**src/rtl/lcd_pattern_sequencer.sv**
```systemverilog
// Purpose : LCD timing generator plus test-pattern source with a frame-synchronous pattern scheduler.
// Latency : every LCD output and the frame_start/pat_ack pulses are registered, 1 cycle behind the counters.
// Backpr. : none; the raster is free-running and pattern requests are never stalled (last request wins).
//
// Ports:
//   PixelClk, nRST          pixel clock, asynchronous active-low reset
//   auto_en                 step through the patterns every FRAMES_PER_PAT frames
//   pat_req, pat_sel[1:0]   pattern-change request, applied at the next frame boundary
//   pat_ack                 1-cycle pulse when a request has been applied
//   cur_pat[1:0]            active pattern (0 white, 1 bars, 2 grid, 3 gradient)
//   frame_start             1-cycle pulse aligned with the first output cycle of a frame
//   LCD_DE/HSYNC/VSYNC, LCD_R/G/B   panel interface (syncs active-low)
module lcd_pattern_sequencer #(
    parameter int H_ACTIVE       = 800,
    parameter int H_BP           = 182,
    parameter int H_FP           = 210,
    parameter int H_PULSE        = 1,
    parameter int V_ACTIVE       = 480,
    parameter int V_BP           = 6,
    parameter int V_FP           = 62,
    parameter int V_PULSE        = 5,
    parameter int FRAMES_PER_PAT = 60
) (
    input  logic       PixelClk,
    input  logic       nRST,
    input  logic       auto_en,
    input  logic       pat_req,
    input  logic [1:0] pat_sel,
    output logic       pat_ack,
    output logic [1:0] cur_pat,
    output logic       frame_start,
    output logic       LCD_DE,
    output logic       LCD_HSYNC,
    output logic       LCD_VSYNC,
    output logic [4:0] LCD_R,
    output logic [5:0] LCD_G,
    output logic [4:0] LCD_B
);

    localparam int H_TOTAL = H_BP + H_ACTIVE + H_FP;
    localparam int V_TOTAL = V_BP + V_ACTIVE + V_FP;
    // Counters are at least as wide as the pixel coordinates derived from them.
    localparam int HW = ($clog2(H_TOTAL) > 10) ? $clog2(H_TOTAL) : 10;
    localparam int VW = ($clog2(V_TOTAL) > 9) ? $clog2(V_TOTAL) : 9;
    localparam int FW = (FRAMES_PER_PAT > 1) ? $clog2(FRAMES_PER_PAT) : 1;

    localparam logic [1:0] PAT_WHITE = 2'd0;
    localparam logic [1:0] PAT_BARS  = 2'd1;
    localparam logic [1:0] PAT_GRID  = 2'd2;
    localparam logic [1:0] PAT_GRAD  = 2'd3;

    // Raster counters
    logic [HW-1:0] h_cnt_q, h_cnt_d;
    logic [VW-1:0] v_cnt_q, v_cnt_d;

    // Scheduler
    logic [1:0]    state_q, state_d;
    logic [FW-1:0] fcnt_q, fcnt_d;
    logic          pend_q, pend_d;
    logic [1:0]    pend_sel_q, pend_sel_d;
    logic          run_q;
    logic          ack_d;

    // Registered outputs
    logic       ack_q, fs_q, de_q, hs_q, vs_q;
    logic [4:0] r_q, b_q;
    logic [5:0] g_q;

    // Combinational raster decode
    logic       h_last, v_last, boundary;
    logic       de_c, hs_c, vs_c;
    logic [9:0] pix_x;
    logic [8:0] pix_y;
    logic [4:0] pix_r, pix_b;
    logic [5:0] pix_g;
    logic [2:0] bar;

    always_comb begin
        h_last   = (h_cnt_q == HW'(H_TOTAL - 1));
        v_last   = (v_cnt_q == VW'(V_TOTAL - 1));
        boundary = (h_cnt_q == '0) && (v_cnt_q == '0);

        h_cnt_d = h_last ? '0 : h_cnt_q + 1'b1;
        v_cnt_d = v_cnt_q;
        if (h_last) begin
            v_cnt_d = v_last ? '0 : v_cnt_q + 1'b1;
        end

        hs_c = (h_cnt_q >= HW'(H_PULSE));
        vs_c = (v_cnt_q >= VW'(V_PULSE));
        de_c = (h_cnt_q >= HW'(H_BP)) && (h_cnt_q < HW'(H_BP + H_ACTIVE)) &&
               (v_cnt_q >= VW'(V_BP)) && (v_cnt_q < VW'(V_BP + V_ACTIVE));

        // Coordinates wrap outside the active area; they are only used while de_c is high.
        pix_x = 10'(h_cnt_q - HW'(H_BP));
        pix_y = 9'(v_cnt_q - VW'(V_BP));
    end

    // Pattern generator
    always_comb begin
        pix_r = '0;
        pix_g = '0;
        pix_b = '0;
        bar   = '0;
        for (int i = 1; i < 8; i++) begin
            if (pix_x >= 10'(100 * i)) bar = 3'(i);
        end
        case (state_q)
            PAT_WHITE: begin
                pix_r = 5'd31;
                pix_g = 6'd63;
                pix_b = 5'd31;
            end
            PAT_BARS: begin
                // Bar order W,Y,C,G,M,R,B,K: each channel is a single inverted index bit.
                pix_r = {5{~bar[1]}};
                pix_g = {6{~bar[2]}};
                pix_b = {5{~bar[0]}};
            end
            PAT_GRID: begin
                if ((pix_x[4:0] == 5'd0) || (pix_y[4:0] == 5'd0)) begin
                    pix_r = 5'd31;
                    pix_g = 6'd63;
                    pix_b = 5'd31;
                end
            end
            default: begin
                pix_r = pix_x[9:5];
                pix_g = pix_y[8:3];
                pix_b = 5'd31 - pix_x[9:5];
            end
        endcase
    end

    // Scheduler next state. The boundary seen right after reset opens the first frame
    // rather than closing one, so run_q keeps it from counting towards auto-advance.
    always_comb begin
        state_d    = state_q;
        fcnt_d     = fcnt_q;
        pend_d     = pend_q;
        pend_sel_d = pend_sel_q;
        ack_d      = 1'b0;

        if (boundary && run_q) begin
            if (pend_q) begin
                state_d = pend_sel_q;
                pend_d  = 1'b0;
                fcnt_d  = '0;
                ack_d   = 1'b1;
            end else if (auto_en) begin
                if (fcnt_q == FW'(FRAMES_PER_PAT - 1)) begin
                    fcnt_d = '0;
                    case (state_q)
                        PAT_WHITE: state_d = PAT_BARS;
                        PAT_BARS:  state_d = PAT_GRID;
                        PAT_GRID:  state_d = PAT_GRAD;
                        default:   state_d = PAT_WHITE;
                    endcase
                end else begin
                    fcnt_d = fcnt_q + 1'b1;
                end
            end
        end

        if (!auto_en) begin
            fcnt_d = '0;
        end

        // Evaluated after the boundary consumption so a request on the boundary cycle
        // stays pending for the following frame.
        if (pat_req) begin
            pend_d     = 1'b1;
            pend_sel_d = pat_sel;
        end
    end

    always_ff @(posedge PixelClk or negedge nRST) begin
        if (!nRST) begin
            h_cnt_q    <= '0;
            v_cnt_q    <= '0;
            state_q    <= PAT_WHITE;
            fcnt_q     <= '0;
            pend_q     <= 1'b0;
            pend_sel_q <= 2'd0;
            run_q      <= 1'b0;
            ack_q      <= 1'b0;
            fs_q       <= 1'b0;
            de_q       <= 1'b0;
            hs_q       <= 1'b1;
            vs_q       <= 1'b1;
            r_q        <= '0;
            g_q        <= '0;
            b_q        <= '0;
        end else begin
            h_cnt_q    <= h_cnt_d;
            v_cnt_q    <= v_cnt_d;
            state_q    <= state_d;
            fcnt_q     <= fcnt_d;
            pend_q     <= pend_d;
            pend_sel_q <= pend_sel_d;
            run_q      <= 1'b1;
            ack_q      <= ack_d;
            fs_q       <= boundary;
            de_q       <= de_c;
            hs_q       <= hs_c;
            vs_q       <= vs_c;
            r_q        <= de_c ? pix_r : 5'd0;
            g_q        <= de_c ? pix_g : 6'd0;
            b_q        <= de_c ? pix_b : 5'd0;
        end
    end

    assign pat_ack     = ack_q;
    assign cur_pat     = state_q;
    assign frame_start = fs_q;
    assign LCD_DE      = de_q;
    assign LCD_HSYNC   = hs_q;
    assign LCD_VSYNC   = vs_q;
    assign LCD_R       = r_q;
    assign LCD_G       = g_q;
    assign LCD_B       = b_q;

endmodule

```
**config.mk**
```make
export PLATFORM = sky130hd
export DESIGN_NAME = lcd_pattern_sequencer
export DESIGN_NICKNAME = d
export VERILOG_FILES = /design/src/rtl/lcd_pattern_sequencer.sv
export SDC_FILE = /design/constraint.sdc
export NUM_CORES = 1
export LEC_CHECK = 0
export CORE_MARGIN = 3
export CORE_UTILIZATION = 40
export DETAILED_ROUTE_END_ITERATION = 16
export PLACE_DENSITY = 0.6
export SYNTH_ARGS = -nofsm -noshare
export SYNTH_HDL_FRONTEND = slang
export SYNTH_SLANG_ARGS = --single-unit
```
**constraint.sdc**
```tcl
create_clock -name PixelClk -period 2.4 [get_ports PixelClk]
set_clock_uncertainty 0.1 [all_clocks]
set_input_delay 0.48 -clock PixelClk [delete_from_list [all_inputs] [get_ports PixelClk]]
set_output_delay 0.48 -clock PixelClk [all_outputs]
set_load 0.05 [all_outputs]
```
# ---- Word-level counts from Yosys, hierarchy flattened
# Cells that the tools add are included.
dict set report word_totals {
  regBits 54
  inputBits 6
  output_inout_bits 23
  word_cells 87
}
dict set report classes {
  n_addsub 6
  n_lt_le_gt_ge 13
  n_eq_ne 6
  mux 29
  bitwise_logic 3
  reduce_logical 15
}
# op count
set op_table {}
lappend op_table {{two-way mux 6 bit} 6}
lappend op_table {{greater-or-equal comparator 10 x 9 -> 1 bit (second input constant)} 3}
lappend op_table {{case mux 5 bit (3 select lines)} 2}
lappend op_table {{greater-or-equal comparator 10 bit (second input constant)} 2}
lappend op_table {{greater-or-equal comparator 10 x 3 -> 1 bit (second input constant)} 2}
lappend op_table {{two-way mux 3 bit} 6}
lappend op_table {{case mux 6 bit (3 select lines)} 1}
lappend op_table {{two-way mux 5 bit} 3}
lappend op_table {{adder 11 x 1 -> 11 bit (second input constant)} 1}
lappend op_table {{== test 11 bit (second input constant)} 1}
lappend op_table {{greater-or-equal comparator 11 x 1 -> 1 bit (second input constant)} 1}
lappend op_table {{greater-or-equal comparator 11 x 8 -> 1 bit (second input constant)} 1}
lappend op_table {{logical NOT 11 bit} 1}
lappend op_table {{< comparator 11 x 10 -> 1 bit (second input constant)} 1}
lappend op_table {{two-way mux 11 bit} 1}
lappend op_table {{adder 10 x 1 -> 10 bit (second input constant)} 1}
lappend op_table {{== test 10 bit (second input constant)} 1}
lappend op_table {{greater-or-equal comparator 10 x 7 -> 1 bit (second input constant)} 1}
lappend op_table {{greater-or-equal comparator 10 x 8 -> 1 bit (second input constant)} 1}
lappend op_table {{logical NOT 10 bit} 1}
lappend op_table {{logical NOT 5 bit} 2}
lappend op_table {{< comparator 10 x 9 -> 1 bit (second input constant)} 1}
lappend op_table {{two-way mux 10 bit} 1}
lappend op_table {{subtractor 10 x 8 -> 10 bit (second input constant)} 1}
lappend op_table {{other kinds (16)} 30}

# ---- Logic depth before layout (Yosys ltp)
dict set report depth {
  word_depth 12
  ltp_mapped 9
  depth_no_buf 8
}

# ---- Least setup slack after synthesis
# OpenSTA, ideal clock, no wires.
dict set report synth_path {
  path_type {flip-flop to flip-flop}
  start {register h_cnt_q[1]}
  end {register b_q[3], in the netlist LCD_B[3]}
  t_arrival_ps 2197
  slack_ps -41
  path_stages_with_launch 9
  synth_period_minus_slack_ps 2441
  cell_sequence {dfrtp_1 ha_1 buf_6 o211a_1 or3_4 nand2_1 a31oi_1 a2111oi_4 o22ai_1}
}
dict set report synth_between {
  elab_chain_cells 12
  elab_cells_between_ends 27
  classes_between {add/sub: 2; order compare: 9; mux: 10; bitwise: 1; reduce/logical: 5}
}
# item line_no
set synth_lines {}
lappend synth_lines {{start, declared} 53} ;# logic [HW-1:0] h_cnt_q, h_cnt_d;
lappend synth_lines {{start signal, assigned} 195} ;# h_cnt_q <= h_cnt_d;
lappend synth_lines {{subtractor 10 x 8 -> 10 bit} 95} ;# pix_x = 10'(h_cnt_q - HW'(H_BP));
lappend synth_lines {{greater-or-equal comparator 10 x 7 -> 1 bit} 106} ;# if (pix_x >= 10'(100 * i)) bar = 3'(i);
lappend synth_lines {{two-way mux 1 bit} 106}
lappend synth_lines {{two-way mux 3 bit (6 in a row)} 106}
lappend synth_lines {{NOT 1 bit} 118} ;# pix_b = {5{~bar[0]}};
lappend synth_lines {{case mux 5 bit (3 select lines)} 108} ;# case (state_q)
lappend synth_lines {{two-way mux 5 bit (*)} 209} ;# b_q <= de_c ? pix_b : 5'd0;
lappend synth_lines {{end signal, assigned} 209}
lappend synth_lines {{end, declared} 66} ;# logic [4:0] r_q, b_q;
# Every way passes the cells marked *; elsewhere a longest branch is shown, timed or not.
# A chain may end at the register's enable or synchronous reset.

# ---- Worst setup path after layout
dict set report layout_path {
  start {register h_cnt_q[2]}
  end {register r_q[1], in the netlist LCD_R[1]}
}
dict set report layout_between {
  elab_chain_cells 11
  elab_cells_between_ends 24
  classes_between {add/sub: 1; order compare: 8; mux: 9; bitwise: 1; reduce/logical: 5}
}
# item line_no
set layout_lines {}
lappend layout_lines {{subtractor 10 x 8 -> 10 bit} 95}
lappend layout_lines {{greater-or-equal comparator 10 x 8 -> 1 bit} 106}
lappend layout_lines {{two-way mux 3 bit (6 in a row)} 106}
lappend layout_lines {{NOT 1 bit} 116} ;# pix_r = {5{~bar[1]}};
lappend layout_lines {{case mux 5 bit (3 select lines)} 108}
lappend layout_lines {{two-way mux 5 bit (*)} 207} ;# r_q <= de_c ? pix_r : 5'd0;
lappend layout_lines {{end signal, assigned} 207}
lappend layout_lines {{end, declared} 66}
# Marks and branches as above.

==> results.cfg <==
[worst_setup_path]
criticalPathCategory = reg2reg
critPathMaxFanout = 6
crit_required_ps = 2530
startpoint_type = flip-flop
cp.arrival_ps = 2510
cp-end-kind = flip-flop

[cells_and_area]
syn2layout_area_growth_pct = 25.4
layout.nets = 489
fill_cells = 814
post_route_cells_drive_above_1_share_pct = 24.1
fin_util_pct = 52.2
n_antenna_cell = 0

[sta]
finalHoldViolCount = 0
setup_viol = 0
post-route-period-util_pct = 99.1
setup_slack_ps = 21.9
rsz0062_at_grt = yes
max_clock_freq_mhz = 421
worst_pin_slew_ps = 512
period_needed_ps = 2380
relSlewSlack_pct = 65.8
drv_slew = 0

[clocking]
htreeDepth = 2
cts_root_buffer = clkbuf_8
cts-buffers-inserted = 5
cts_tree = done
clock_sinks = 54
clk_pin_slew_ps = 110
cts_buffer_depth = 2
clock_latency_ps = 320

[run_status]
status = completed

[synth]
ys_ff_latch = 54
syn_nets = 420
synth-compound-area-share_pct = 23.0
synth_top_family_by_area = compound AO/OA/AOI/OAI gates
synth_flop_cell = dfrtp_1
synth_mux_area_share_pct = 1.19
yosysWarnings = 0
ys_async_sr_fraction_pct = 100
synth_adder_area_share_pct = 6.48
synth_area_per_cell_um2 = 9.28
netlist_area_um2 = 3670
synthCells = 395
synth-seq-area-share_pct = 36.9
synthSimpleGateAreaFrac_pct = 22.5
synth_xor_area_share_pct = 4.30
synth.distinct_cells = 70
synth_edf_count = 0

[hold_path]
hold_class = in2async

[die]
die_w_um = 102
start_util_pct = 41.6
core_area_um2 = 8810
die_y_um = 102
rows = 34
dieArea_um2 = 10400
boundaryPins = 29

[global_routing]
first_global_vias = 3180
gr-usage-all-layers_pct = 17.9
grt_max_degree = 55
overflow = 0
grt_antenna_before_repair = 0
grt_pass1_wl_um = 15000

[place]
pre_cts_ws_ps = -101
numPortBuffers = 28
post-dp-hpwl_um = 6830
gp_congestion = 0.910

[run]
drv_cap = 0

[power_and_ir_drop]
leakage_nw = 1.97
p_per_area_nw_per_um2 = 330
peakVddDrop_v = 0.000177

[route]
viasPerCell = 5.67
ant_nets = 0
drt_iter0_drc = 143
post_drt_wl_per_cell_um = 15.9
first_pass_iters = 4
drc = 0
postRouteWirelength_um = 9120
vias = 3241
Yosys cell counts (all sizes together) (6+ instances only):
cell type | n | area share [%]
dfrtp | 52 | 35
o31ai | 7 | 1.4
clkbuf | 8 | 0.82
xnor2 | 13 | 3.1
o22ai | 6 | 1.0
nor2 | 25 | 2.6
nand4 | 12 | 2.5
nor3 | 11 | 1.6
ha | 19 | 6.5
o21ai | 27 | 3.8
nand3 | 15 | 2.0
inv | 16 | 1.6
a21oi | 21 | 3.2
nand2b | 6 | 1.0
buf | 16 | 3.0
or3 | 7 | 1.3
nor2b | 7 | 1.2
nand2 | 31 | 3.2
nand3b | 6 | 1.2
layer usage:
metal	wire [um]	up-vias	GRT usage, %
met1	4230	1566	24.4
met4	161	0	6.75
met5	0	-	0
met2	4380	77	29.3
met3	353	14	2.00
li1	-	1584	-
logic make-up after synthesis:
family                     count (synthesis)
other                                      1
buffers and inverters                     40
xor gates and xnor gates                  18
AOI/OAI and AO/OA                        112
and+or+nand+nor                          147
DFF                                       54
muxes                                      4
adders and majority gates                 19
path summary, 6_finish.rpt:
kind                            start        end  slack (ps)  cells after the start
hold / removal                   nRST   LCD_B[3]          30                      2
max in group asynchronous        nRST  LCD_VSYNC        1830                      2
setup reg to reg           h_cnt_q[2]   LCD_R[1]          20                      9
hold reg to reg             fcnt_q[5]  fcnt_q[5]         380                      1
setup / recovery           h_cnt_q[2]   LCD_R[1]          20                      9
min in group PixelClk       fcnt_q[5]  fcnt_q[5]         380                      1
worst max-delay path, cell delays in order (launching register included):
cell and delay (ps):
dfrtp_1 450, ha_4 200, buf_6 120, and4b_1 180, o211ai_1 270, nand4_1 200
a211oi_2 270, a2111oi_4 110, buf_4 170, a221oi_2 210
per-stage QoR:
stage          std cells  hold WS (ps)  total power, mW  setup TNS (ps)  area [um^2]
2_1_floorplan        395          84.4            0.973           -20.0         3670
3_3_place_gp         564           363             1.02           -20.9         4380
3_5_place_dp         564           373             1.02            -531         4380
4_1_cts              571          51.0             1.53               0         4470
5_1_grt              572          59.3             1.58            -669         4600
6_report             572          30.3             1.52               0         4600
sequential cells by signal (all words and copies together) (netlist names):
| register | flops |
|---|---|
| h_cnt_q | 11 |
| v_cnt_q | 10 |
| LCD_G | 6 |
| fcnt_q | 6 |
| LCD_B | 5 |
| LCD_R | 5 |
| cur_pat | 2 |
| pend_sel_q | 2 |
| LCD_DE | 1 |
| LCD_HSYNC | 1 |
| LCD_VSYNC | 1 |
| frame_start | 1 |
| pat_ack | 1 |
| pend_q | 1 |
| run_q | 1 |
power breakdown:
part / switching (mW) / internal, mW / leakage, nW
Clock: 0.311 / 0.201 / 0.0373
Sequential: 0.00537 / 0.915 / 0.713
Combinational: 0.0523 / 0.0318 / 1.22
cell usage in the layout, fill, tap and decap left out, types with 3 or more instances in the layout:
cell type and count:
a31oi_1 4, mux2_2 3, nand3b_1 6, xnor2_1 13, or2_2 4, buf_4 56
nor3_1 9, clkbuf_8 5, ha_1 18, nand4_1 11, and3_1 5, xor2_1 5
nand3_1 15, or3_1 6, a221oi_2 4, nand2b_1 6, a21oi_1 19, nand2_1 30
o22ai_1 5, nor2_1 25, and2_4 3, inv_1 16, o211ai_1 4, dfrtp_1 50
clkdlybuf4s50_1 27, o21ai_1 3, a21o_1 4, o41ai_2 3, o2111ai_1 3, o31ai_1 5
nor2b_1 6, o21ai_0 23
timing repair:
| action | CTS | global route |
|---|---|---|
| buffers inserted | 0 | 2 |
| endpoints found under the setup margin | 12 | 16 |
| gates resized for setup | 5 | 24 |
| pin swaps | 2 | 12 |
| hold buffers | 0 | 0 |
layout make-up:
type / instances / area [um^2] / share of cell area (%)
inverters: 16 / 60.1 / 1.31
clock inverters: 1 / 7.51 / 0.163
well taps: 108 / 135 / 2.94
flip-flops and latches: 54 / 1360 / 29.5
multi-input cells: 301 / 2240 / 48.7
clock buffers: 6 / 72.6 / 1.58
repair buffers: 86 / 727 / 15.8
Note: power is estimated with default switching activity, not from simulation.
